--- src/rtl/sfifo_pkg.sv ---
// rtl/sfifo_pkg.sv - shared types and defaults for the sfifo W-channel drain (SFIFO_WDRAIN_STRB_EN selects word layout)
package sfifo_pkg;

   localparam int DEF_DW   = 32;
   localparam int DEF_LENW = 8;

   typedef enum logic [1:0] {
      ST_IDLE = 2'd0,
      ST_RUN  = 2'd1,
      ST_DONE = 2'd2
   } wd_state_t;

   // Byte-strobe width for a given data width
   function automatic int strb_width(input int dw);
      return dw / 8;
   endfunction

   // Width of one FIFO word: strobes ride above the data when enabled
   function automatic int word_width(input int dw);
`ifdef SFIFO_WDRAIN_STRB_EN
      return dw + dw / 8;
`else
      return dw;
`endif
   endfunction

endpackage

--- src/rtl/sfifo_axi_wdrain_if.sv ---
// rtl/sfifo_axi_wdrain_if.sv - command, FIFO read-side and AXI W signals of the drain
interface sfifo_axi_wdrain_if
   import sfifo_pkg::*;
#(
   parameter int DW   = DEF_DW,
   parameter int LENW = DEF_LENW
);
   localparam int SW = strb_width(DW);
   localparam int RW = word_width(DW);

   logic            cmd_valid;
   logic [LENW-1:0] cmd_len;
   logic            cmd_ready;
   logic            rqempty;
   logic [RW-1:0]   rdata;
   logic            rnext;
   logic            wvalid;
   logic            wready;
   logic [DW-1:0]   wdata;
   logic [SW-1:0]   wstrb;
   logic            wlast;
   logic            busy;
   logic            done;

   // The drain itself
   modport master (
      input  cmd_valid, cmd_len, rqempty, rdata, wready,
      output cmd_ready, rnext, wvalid, wdata, wstrb, wlast, busy, done
   );

   // The surroundings: AW controller, FIFO and AXI slave
   modport slave (
      output cmd_valid, cmd_len, rqempty, rdata, wready,
      input  cmd_ready, rnext, wvalid, wdata, wstrb, wlast, busy, done
   );

endinterface

--- src/rtl/sfifo_wdrain_oreg.sv ---
// rtl/sfifo_wdrain_oreg.sv - single-entry W output holding register
module sfifo_wdrain_oreg #(
   parameter int DW = 32,
   parameter int SW = 4
) (
   input  logic          clk,
   input  logic          rst,
   input  logic          i_load,
   input  logic [DW-1:0] i_data,
   input  logic [SW-1:0] i_strb,
   input  logic          i_last,
   input  logic          i_ready,
   output logic          o_free,
   output logic          o_valid,
   output logic [DW-1:0] o_data,
   output logic [SW-1:0] o_strb,
   output logic          o_last
);
   logic          r_valid;
   logic [DW-1:0] r_data;
   logic [SW-1:0] r_strb;
   logic          r_last;

   // Load on a pop, otherwise hold the payload; valid drops only on a handshake
   always_ff @(posedge clk or posedge rst) begin
      if (rst) begin
         r_valid <= 1'b0;
         r_data  <= '0;
         r_strb  <= '0;
         r_last  <= 1'b0;
      end else if (i_load) begin
         r_valid <= 1'b1;
         r_data  <= i_data;
         r_strb  <= i_strb;
         r_last  <= i_last;
      end else if (r_valid && i_ready) begin
         r_valid <= 1'b0;
      end
   end

   // The slot can take a new word when empty or when its word leaves this cycle
   assign o_free  = ~r_valid | i_ready;
   assign o_valid = r_valid;
   assign o_data  = r_data;
   assign o_strb  = r_strb;
   assign o_last  = r_last;

endmodule

--- src/rtl/sfifo_axi_wdrain.sv ---
// rtl/sfifo_axi_wdrain.sv - sfifo read-side to AXI4 W burst converter (SFIFO_WDRAIN_STRB_EN: strobes stored in FIFO)
module sfifo_axi_wdrain
   import sfifo_pkg::*;
#(
   parameter int DW   = DEF_DW,
   parameter int LENW = DEF_LENW
) (
   input  logic                clk,
   input  logic                rst,
   sfifo_axi_wdrain_if.master  bus
);
   localparam int SW = strb_width(DW);

   wd_state_t       r_state;
   wd_state_t       w_state_nxt;
   logic [LENW-1:0] r_fetch_cnt;
   logic [LENW-1:0] r_send_cnt;
   logic            r_fetch_rem;

   logic            w_run;
   logic            w_accept;
   logic            w_slot_free;
   logic            w_pop;
   logic            w_hs;
   logic            w_last_hs;
   logic            w_ld_last;
   logic [DW-1:0]   w_ld_data;
   logic [SW-1:0]   w_ld_strb;

`ifdef SFIFO_WDRAIN_STRB_EN
   assign w_ld_data = bus.rdata[DW-1:0];
   assign w_ld_strb = bus.rdata[DW+SW-1:DW];
`else
   assign w_ld_data = bus.rdata;
   assign w_ld_strb = '1;
`endif

   assign w_run     = (r_state == ST_RUN);
   assign w_accept  = bus.cmd_valid & bus.cmd_ready;
   assign w_pop     = w_run & r_fetch_rem & ~bus.rqempty & w_slot_free;
   assign w_hs      = bus.wvalid & bus.wready;
   assign w_ld_last = (r_fetch_cnt == '0);
   assign w_last_hs = w_run & w_hs & bus.wlast & (r_send_cnt == '0);
   assign bus.rnext = w_pop;

   // State register
   always_ff @(posedge clk or posedge rst) begin
      if (rst) begin
         r_state <= ST_IDLE;
      end else begin
         r_state <= w_state_nxt;
      end
   end

   // Next state: burst starts on accept, ends on the handshake of the last beat
   always_comb begin
      w_state_nxt = r_state;
      case (r_state)
         ST_IDLE: if (w_accept) w_state_nxt = ST_RUN;
         ST_RUN:  if (w_last_hs) w_state_nxt = ST_DONE;
         ST_DONE: w_state_nxt = ST_IDLE;
         default: w_state_nxt = ST_IDLE;
      endcase
   end

   // State-decoded outputs
   always_comb begin
      bus.cmd_ready = 1'b0;
      bus.busy      = 1'b0;
      bus.done      = 1'b0;
      case (r_state)
         ST_IDLE: bus.cmd_ready = 1'b1;
         ST_RUN:  bus.busy      = 1'b1;
         ST_DONE: bus.done      = 1'b1;
         default: bus.cmd_ready = 1'b0;
      endcase
   end

   // Fetch and send counters; fetch stops at zero so a full-length burst never wraps
   always_ff @(posedge clk or posedge rst) begin
      if (rst) begin
         r_fetch_cnt <= '0;
         r_send_cnt  <= '0;
         r_fetch_rem <= 1'b0;
      end else if (w_accept) begin
         r_fetch_cnt <= bus.cmd_len;
         r_send_cnt  <= bus.cmd_len;
         r_fetch_rem <= 1'b1;
      end else begin
         if (w_pop) begin
            if (w_ld_last) begin
               r_fetch_rem <= 1'b0;
            end else begin
               r_fetch_cnt <= r_fetch_cnt - LENW'(1);
            end
         end
         if (w_run && w_hs && (r_send_cnt != '0)) begin
            r_send_cnt <= r_send_cnt - LENW'(1);
         end
      end
   end

   sfifo_wdrain_oreg #(
      .DW (DW),
      .SW (SW)
   ) u_oreg (
      .clk     (clk),
      .rst     (rst),
      .i_load  (w_pop),
      .i_data  (w_ld_data),
      .i_strb  (w_ld_strb),
      .i_last  (w_ld_last),
      .i_ready (bus.wready),
      .o_free  (w_slot_free),
      .o_valid (bus.wvalid),
      .o_data  (bus.wdata),
      .o_strb  (bus.wstrb),
      .o_last  (bus.wlast)
   );

endmodule

--- src/flat_wrapper.sv ---
// flat-port wrapper written by rule: the top's interface ports become plain ports
module sfifo_axi_wdrain_flat import sfifo_pkg::*;
#(
   parameter int DW   = DEF_DW,
   parameter int LENW = DEF_LENW
)
  (clk, rst, bus_cmd_valid, bus_cmd_len, bus_rqempty, bus_rdata, bus_wready, bus_cmd_ready, bus_rnext, bus_wvalid, bus_wdata, bus_wstrb, bus_wlast, bus_busy, bus_done);
  sfifo_axi_wdrain_if #(.DW(DW), .LENW(LENW)) bus_i ();
  input  logic clk;
  input  logic rst;
  input wire logic [$bits(bus_i.cmd_valid)-1:0] bus_cmd_valid;
  input wire logic [$bits(bus_i.cmd_len)-1:0] bus_cmd_len;
  input wire logic [$bits(bus_i.rqempty)-1:0] bus_rqempty;
  input wire logic [$bits(bus_i.rdata)-1:0] bus_rdata;
  input wire logic [$bits(bus_i.wready)-1:0] bus_wready;
  output wire logic [$bits(bus_i.cmd_ready)-1:0] bus_cmd_ready;
  output wire logic [$bits(bus_i.rnext)-1:0] bus_rnext;
  output wire logic [$bits(bus_i.wvalid)-1:0] bus_wvalid;
  output wire logic [$bits(bus_i.wdata)-1:0] bus_wdata;
  output wire logic [$bits(bus_i.wstrb)-1:0] bus_wstrb;
  output wire logic [$bits(bus_i.wlast)-1:0] bus_wlast;
  output wire logic [$bits(bus_i.busy)-1:0] bus_busy;
  output wire logic [$bits(bus_i.done)-1:0] bus_done;
  assign bus_i.cmd_valid = bus_cmd_valid;
  assign bus_i.cmd_len = bus_cmd_len;
  assign bus_i.rqempty = bus_rqempty;
  assign bus_i.rdata = bus_rdata;
  assign bus_i.wready = bus_wready;
  assign bus_cmd_ready = bus_i.cmd_ready;
  assign bus_rnext = bus_i.rnext;
  assign bus_wvalid = bus_i.wvalid;
  assign bus_wdata = bus_i.wdata;
  assign bus_wstrb = bus_i.wstrb;
  assign bus_wlast = bus_i.wlast;
  assign bus_busy = bus_i.busy;
  assign bus_done = bus_i.done;
  sfifo_axi_wdrain #(.DW(DW), .LENW(LENW)) u_core (.clk(clk), .rst(rst), .bus(bus_i));
endmodule
--- config.mk ---
export PLATFORM = sky130hd
export DESIGN_NAME = sfifo_axi_wdrain_flat
export DESIGN_NICKNAME = d
export VERILOG_FILES = /design/src/rtl/sfifo_pkg.sv /design/src/rtl/sfifo_axi_wdrain_if.sv /design/src/rtl/sfifo_wdrain_oreg.sv /design/src/rtl/sfifo_axi_wdrain.sv /design/src/flat_wrapper.sv
export SDC_FILE = /design/constraint.sdc
export NUM_CORES = 1
export LEC_CHECK = 0
export ABC_AREA = 1
export CORE_UTILIZATION = 45
export DETAILED_ROUTE_END_ITERATION = 16
export PLACE_DENSITY_LB_ADDON = 0.25
export SLEW_MARGIN = 40
export SYNTH_ARGS = -nofsm -noshare
export SYNTH_HDL_FRONTEND = slang
export SYNTH_SLANG_ARGS = --single-unit
export TNS_END_PERCENT = 20
--- constraint.sdc ---
create_clock -name clk -period 5.05 [get_ports clk]
set_input_delay 1.01 -clock clk [delete_from_list [all_inputs] [get_ports clk]]
set_output_delay 1.01 -clock clk [all_outputs]
set_load 0.02 [all_outputs]
==> impl_metrics.py, run 1 <==
metrics = {
    "floorplanning": {
        "die-area_um2": 6160,
        "die_h_um": 78.5,
        "die_width_um": 78.5,
        "floorplan.initialDensity_pct": 47.2,
        "rows": 27,
        "coreArea_um2": 5570,
        "ios": 87,
    },
    "grt": {
        "initial_antenna_violation_count": 0,
        "grt-ovfl-total": 0,
        "grt_max_degree": 55,
        "grt_pass1_vias": 2272,
        "total_global_route_track_usage_pct": 21.0,
        "first_pass_grt_wire_length_um": 10200,
    },
    "yosys": {
        "synth.yosys.seq_area_share_pct": 51.3,
        "synth-seq-cells": 54,
        "synth_area_per_cell_um2": 7.77,
        "yosysWarningCount": 0,
        "synth_area_um2": 2630,
        "synth_cells": 339,
        "unique_masters_post_synth": 24,
        "post_synthesis_net_count": 388,
    },
    "pwr": {
        "vdd.ir_drop.worst_v": 0.000275,
        "leakagePower_nw": 1.79,
        "power.density_nw_per_um2": 572,
    },
    "cts": {
        "worstSkewPairLatency_ns": 0.31,
        "worst_setup_hold_path_clk_slew_ns": 0.09,
        "cts.htree.levels": 2,
        "holdBufCountCts": 0,
        "cts_made_buffers": 5,
        "cts_buffer_depth": 2,
        "ctsRootBufferMaster": "sky130_fd_sc_hd__clkbuf_8",
        "cts_resized": 0,
        "tritoncts": "built",
        "cts_num_sinks": 54,
        "cts_post_setup_buffers_inserted": 0,
    },
    "timing": {
        "post-route-min-period_ns": 3.75,
        "clock-skew-final_ns": 0.00775,
        "report.final.setup_viol": 0,
        "report.final.hold_viol_count": 0,
        "setup_slack_ns": 1.30,
        "timing.final.crit_share_pct": 74.3,
        "tightestPinTransition_ns": 0.662,
        "unrepaired_setup_endpoints_after_global_routing": "false",
        "slew_headroom_pct": 55.9,
        "fmaxAchievable_ghz": 0.266,
        "timing_max_transition_violations_final": 0,
        "sum_neg_setup_slack_ns": 0,
    },
    "drt": {
        "initial_drt_markers": 93,
        "wirelength_per_cell_um": 12.0,
        "remaining_drc_errors": 0,
        "route.detailed.vias_per_inst": 4.82,
        "wl_um": 5900,
        "detailedRoute.firstPassIterationCount": 4,
        "vias_after_detailed_routing": 2376,
        "antenna_violating_nets_post_route": 0,
    },
    "final_layout": {
        "area_growth_from_synthesis_to_layout_pct": 36.0,
        "final_layout_size_suffix_gt1_share_pct": 5.46,
        "fin_nets": 469,
        "antennaDiodeCount": 0,
        "fin_area_um2": 3580,
    },
    "placement": {
        "pre_cts_slack_ns": 1.30,
        "dpl-instance-area_um2": 3480,
        "place_congestion": 0.888,
        "port_buffer_count": 86,
        "dpl.hpwl_um": 4210,
    },
    "critical_path": {
        "worst-endpoint-required_ns": 4.04,
        "cp_max_fo": 35,
        "cp.arrival_ns": 2.74,
        "crit_type": "in -> out",
        "critical_path.startpoint_type": "input port",
        "timing.critical_path.to_type": "primary output",
    },
    "run": {
        "max_cap_viol_count": 0,
    },
    "min_path": {
        "hold_path_class": "reg -> reg",
    },
    "outcome": {
        "run_status": "finished clean",
    },
}
-- layout make-up --
type	instances	area [µm²]
fill	482	1990
sequential	54	1350
multi-input combinational	244	1060
timing repair buffer	88	876
inverter	27	103
tap	72	90.1
clock buffer	6	82.6
clock inverter	2	16.3
-- worst paths after layout --
check	from	end	slack, ns	depth (start not counted)
min in group asynchronous	rst	u_core.u_oreg.o_data[29]	1.20	3
min reg2reg	u_core.u_oreg.o_data[11]	u_core.u_oreg.o_data[11]	0.48	2
max in group asynchronous	rst	u_core.u_oreg.o_data[7]	3.41	3
max reg2reg	u_core.r_state[1]	u_core.r_fetch_cnt[2]	3.39	8
max	bus_wready	bus_rnext	1.30	6
min	u_core.u_oreg.o_data[11]	u_core.u_oreg.o_data[11]	0.48	2
-- sequential cells by signal (all words and copies together), names as in the netlist --
register / count
u_core.r_fetch_cnt: 8
u_core.r_state: 2
u_core.u_oreg.o_data: 32
u_core.r_fetch_rem: 1
u_core.u_oreg.o_last: 1
u_core.r_send_cnt: 8
u_core.u_oreg.o_strb: 1
u_core.u_oreg.o_valid: 1
-- stage by stage --
step           hold WS, ns  power [mW]  utilization [%]  std cells
2_1_floorplan        0.463        1.40                -        339
5_1_grt              0.512        2.23             64.2        493
6_report             0.482        2.05             64.2        493
4_1_cts              0.488        2.06             64.2        493
3_3_place_gp         0.460        1.77             62.4        485
3_5_place_dp         0.464        1.80             62.4        485
-- metal layers --
metal	wire length (µm)	track usage [%]
met1	2740	28.1
met2	2700	34.4
met3	372	4.19
met4	85	6.48
met5	0	0
-- Yosys cell counts --
cell	count	share of area, %
sky130_fd_sc_hd__xor2_1	1	0.33
sky130_fd_sc_hd__buf_4	4	1.1
sky130_fd_sc_hd__buf_6	6	2.6
sky130_fd_sc_hd__o21ai_0	18	3.4
sky130_fd_sc_hd__nand3_1	16	3.0
sky130_fd_sc_hd__o21bai_1	1	0.29
sky130_fd_sc_hd__inv_2	3	0.43
sky130_fd_sc_hd__clkinv_2	1	0.19
sky130_fd_sc_hd__dfrtp_1	54	51
sky130_fd_sc_hd__nor3_1	5	0.95
sky130_fd_sc_hd__nand2_1	159	23
sky130_fd_sc_hd__nand3_2	1	0.38
sky130_fd_sc_hd__nand4_1	3	0.71
sky130_fd_sc_hd__nor2_2	3	0.71
sky130_fd_sc_hd__o21ai_1	6	1.1
sky130_fd_sc_hd__or2_2	1	0.24
sky130_fd_sc_hd__nor2_1	18	2.6
sky130_fd_sc_hd__inv_1	23	3.3
sky130_fd_sc_hd__buf_2	4	0.76
sky130_fd_sc_hd__nand2_4	1	0.43
sky130_fd_sc_hd__ha_1	4	1.9
sky130_fd_sc_hd__a21oi_1	4	0.76
sky130_fd_sc_hd__nor3b_1	1	0.29
sky130_fd_sc_hd__nand2_2	2	0.48
-- report_power, final --
part / internal [mW] / switching [mW]
Sequential: 0.620 / 0.114
Combinational: 0.450 / 0.608
Clock: 0.113 / 0.142
-- critical path: stages --
cell and delay [ns]:
sky130_fd_sc_hd__clkdlybuf4s50_1 0.47, sky130_fd_sc_hd__inv_1 0.04, sky130_fd_sc_hd__nand2_1 0.08, sky130_fd_sc_hd__nand3_2 0.09, sky130_fd_sc_hd__clkinv_2 0.36, sky130_fd_sc_hd__clkdlybuf4s50_1 0.69
-- cell families (layout without fill, tap and decap cells) --
group	count (synthesis)	in the layout	synth area share [%]
AND/OR/NAND/NOR	210	210	32.5
flip-flops	54	54	51.3
buffers and inverters	41	123	8.36
AO/OA/AOI/OAI	29	29	5.61
adder cells (fa/ha/maj)	4	4	1.90
XOR/XNOR	1	1	0.333
-- cell usage in the layout (no fill, tap or decap) --
| cell type | instances |
|---|---|
| sky130_fd_sc_hd__nand2_1 | 159 |
| sky130_fd_sc_hd__clkdlybuf4s50_1 | 86 |
| sky130_fd_sc_hd__dfrtp_1 | 54 |
| sky130_fd_sc_hd__inv_1 | 22 |
| sky130_fd_sc_hd__nor2_1 | 18 |
| sky130_fd_sc_hd__o21ai_0 | 18 |
| sky130_fd_sc_hd__nand3_1 | 16 |
| sky130_fd_sc_hd__o21ai_1 | 6 |
| sky130_fd_sc_hd__clkbuf_8 | 6 |
| sky130_fd_sc_hd__nor3_1 | 5 |
| sky130_fd_sc_hd__inv_2 | 4 |
| sky130_fd_sc_hd__a21oi_1 | 4 |
| sky130_fd_sc_hd__ha_1 | 4 |
| sky130_fd_sc_hd__nor2_2 | 3 |
| sky130_fd_sc_hd__nand4_1 | 3 |
| sky130_fd_sc_hd__nand2_2 | 2 |
| sky130_fd_sc_hd__buf_4 | 2 |
| sky130_fd_sc_hd__nand3_2 | 1 |
| sky130_fd_sc_hd__clkinv_2 | 1 |
| sky130_fd_sc_hd__nand2_4 | 1 |
| sky130_fd_sc_hd__nor3b_1 | 1 |
| sky130_fd_sc_hd__xor2_1 | 1 |
| sky130_fd_sc_hd__or2_2 | 1 |
| sky130_fd_sc_hd__o21bai_1 | 1 |
| sky130_fd_sc_hd__inv_6 | 1 |
| sky130_fd_sc_hd__clkinvlp_4 | 1 |
No activity file was read; power rests on OpenSTA's default activity.
==> run 2: changes to the inputs <==
--- a/config.mk
+++ b/config.mk
@@ -6,7 +6,7 @@
 export NUM_CORES = 1
 export LEC_CHECK = 0
 export ABC_AREA = 1
-export CORE_UTILIZATION = 45
+export CORE_UTILIZATION = 41
 export DETAILED_ROUTE_END_ITERATION = 16
 export PLACE_DENSITY_LB_ADDON = 0.25
 export SLEW_MARGIN = 40
==> constraint.sdc (replaced) <==
create_clock -name clk -period 3.1 [get_ports clk]
set_input_delay 0.62 -clock clk [delete_from_list [all_inputs] [get_ports clk]]
set_output_delay 0.62 -clock clk [all_outputs]
set_load 0.02 [all_outputs]
==> impl_metrics.py, run 2 (same netlist as run 1, synthesis figures left out) <==
metrics = {
    "timing": {
        "unrepaired_setup_endpoints_after_global_routing": "false",
        "report.final.setup_viol": 0,
        "timing.final.crit_share_pct": 83.2,
        "fmaxAchievable_ghz": 0.387,
        "sum_neg_setup_slack_ns": 0,
        "setup_slack_ns": 0.519,
        "clock-skew-final_ns": 0.00941,
        "slew_headroom_pct": 67.3,
        "post-route-min-period_ns": 2.58,
        "timing_max_transition_violations_final": 0,
        "tightestPinTransition_ns": 0.487,
        "report.final.hold_viol_count": 0,
    },
    "final_layout": {
        "antennaDiodeCount": 0,
        "fin_nets": 471,
        "layout_common_cells": "sky130_fd_sc_hd__nand2_1 (159), sky130_fd_sc_hd__clkdlybuf4s50_1 (86), sky130_fd_sc_hd__dfrtp_1 (54)",
        "area_growth_from_synthesis_to_layout_pct": 37.2,
        "max_ffs_per_register": 32,
        "most_common_cell_after_layout_fill_and_taps_aside": "sky130_fd_sc_hd__nand2_1",
        "layout.filler_cells": 569,
        "final_layout_size_suffix_gt1_share_pct": 5.69,
    },
    "grt": {
        "total_global_route_track_usage_pct": 18.8,
        "grt_max_degree": 38,
        "groute.layer.met2.usage_pct": 30.2,
        "grt-busiest-layer": "met2",
        "met1_usage_pct": 24.6,
        "first_pass_grt_wire_length_um": 9690,
        "gr-usage-met3_pct": 5.05,
        "grt_pass1_vias": 2196,
        "grt-ovfl-total": 0,
        "initial_antenna_violation_count": 0,
    },
    "drt": {
        "route.detailed.vias_per_inst": 4.73,
        "initial_drt_markers": 124,
        "antenna_violating_nets_post_route": 0,
        "detailedRoute.firstPassIterationCount": 4,
        "wirelength_per_cell_um": 12.0,
        "vias_after_detailed_routing": 2352,
        "wl_um": 5960,
        "remaining_drc_errors": 0,
    },
    "critical_path": {
        "crit_family": "buffers and inverters",
        "cp_most_frequent_cell": "sky130_fd_sc_hd__clkdlybuf4s50_1",
        "crit_buf_inv": 4,
        "worst-endpoint-required_ns": 2.48,
        "cp.arrival_ns": 1.96,
        "crit_type": "in -> out",
        "setup.reg_to_reg.worst_slack_ns": 1.40,
        "cp_max_fo": 2,
        "timing.critical_path.to_type": "primary output",
        "cpPeakStageDelay_ns": 0.59,
        "path_cells": "clkdlybuf4s50_1, inv_1, nand2_1, nand3_2, clkinv_2, clkdlybuf4s50_1",
        "slowest_stage": "sky130_fd_sc_hd__clkdlybuf4s50_1",
        "critical_path.startpoint_type": "input port",
    },
    "run": {
        "max_cap_viol_count": 0,
    },
    "placement": {
        "pre_cts_slack_ns": 0.522,
        "port_buffer_count": 86,
        "dpl.hpwl_um": 4320,
        "place_congestion": 0.928,
    },
    "floorplanning": {
        "ios": 87,
        "floorplan.initialDensity_pct": 43.4,
        "die_h_um": 82.1,
        "die_width_um": 82.1,
        "coreArea_um2": 6060,
        "rows": 28,
        "die-area_um2": 6750,
    },
    "cts": {
        "ctsRootBufferMaster": "sky130_fd_sc_hd__clkbuf_8",
        "worst_setup_hold_path_clk_slew_ns": 0.08,
        "cts_resized": 0,
        "cts_num_sinks": 54,
        "holdBufCountCts": 0,
        "cts_made_buffers": 5,
        "cts_post_setup_buffers_inserted": 0,
        "cts.htree.levels": 2,
        "tritoncts": "built",
        "cts_buffer_depth": 2,
        "worstSkewPairLatency_ns": 0.30,
    },
    "outcome": {
        "run_status": "finished clean",
    },
    "pwr": {
        "power.density_nw_per_um2": 939,
        "report.power.total_mw": 3.39,
        "vdd.ir_drop.worst_v": 0.000491,
        "leakagePower_nw": 1.81,
    },
    "min_path": {
        "hold_path_class": "reg -> reg",
    },
}
-- run 2: changes by cell type in the layout (fill, tap and decap cells not counted) --
cell                         previous run  this run
sky130_fd_sc_hd__clkinvlp_4             1         0
sky130_fd_sc_hd__inv_6                  1         0
sky130_fd_sc_hd__buf_4                  2         4
sky130_fd_sc_hd__bufinv_16              0         1
-- run 2: report_power, final --
group          switching [mW]  total (mW)  internal, mW
logic                   0.990        1.73         0.737
clock network           0.214       0.472         0.259
registers               0.183        1.19          1.01
total                    1.39        3.39          2.01
-- run 2: path summary, 6_finish.rpt --
kind	start	endpoint	cells after the start
setup reg to reg	u_core.r_state[1]	u_core.r_fetch_cnt[2]	8
setup / recovery	bus_wready	bus_rnext	6
min in group asynchronous	rst	u_core.u_oreg.o_data[30]	2
hold / removal	u_core.u_oreg.o_data[14]	u_core.u_oreg.o_data[14]	2
hold reg to reg	u_core.u_oreg.o_data[14]	u_core.u_oreg.o_data[14]	2
max in group asynchronous	rst	u_core.u_oreg.o_data[25]	3
-- run 2: worst reg2reg max path, stage by stage (launching register included) --
cell                      delay, ns
sky130_fd_sc_hd__dfrtp_1       0.43
sky130_fd_sc_hd__nor2_2        0.22
sky130_fd_sc_hd__nand3_2       0.11
sky130_fd_sc_hd__buf_4         0.27
sky130_fd_sc_hd__nand2_1       0.15
sky130_fd_sc_hd__nand2_2       0.09
sky130_fd_sc_hd__inv_2         0.16
sky130_fd_sc_hd__o21ai_0       0.11
sky130_fd_sc_hd__o21ai_1       0.09
-- run 2: layout make-up --
class / instances / area [µm²] / area share (%)
Sequential cell: 54 / 1350 / 37.4
Multi-Input combinational cell: 244 / 1060 / 29.4
Timing Repair Buffer: 90 / 891 / 24.7
Inverter: 27 / 103 / 2.84
Tap cell: 75 / 93.8 / 2.60
Clock buffer: 6 / 82.6 / 2.29
Clock inverter: 1 / 30.0 / 0.831
-- run 2: metrics by stage --
stage / cell area, µm² / utilization, % / hold WS, ns / std cells
after floorplan: 2630 / - / 0.463 / 339
after global placement: 3500 / 57.7 / 0.460 / 490
after detailed placement: 3500 / 57.7 / 0.464 / 490
after CTS: 3610 / 59.6 / 0.489 / 497
after global routing: 3610 / 59.6 / 0.506 / 497
final: 3610 / 59.6 / 0.485 / 497
-- run 2: metal layers --
metal / wire length, µm / vias to the layer above
met4: 85 / 0
met3: 461 / 8
met5: 0 / -
li1: - / 1211
met1: 2760 / 1059
met2: 2650 / 74
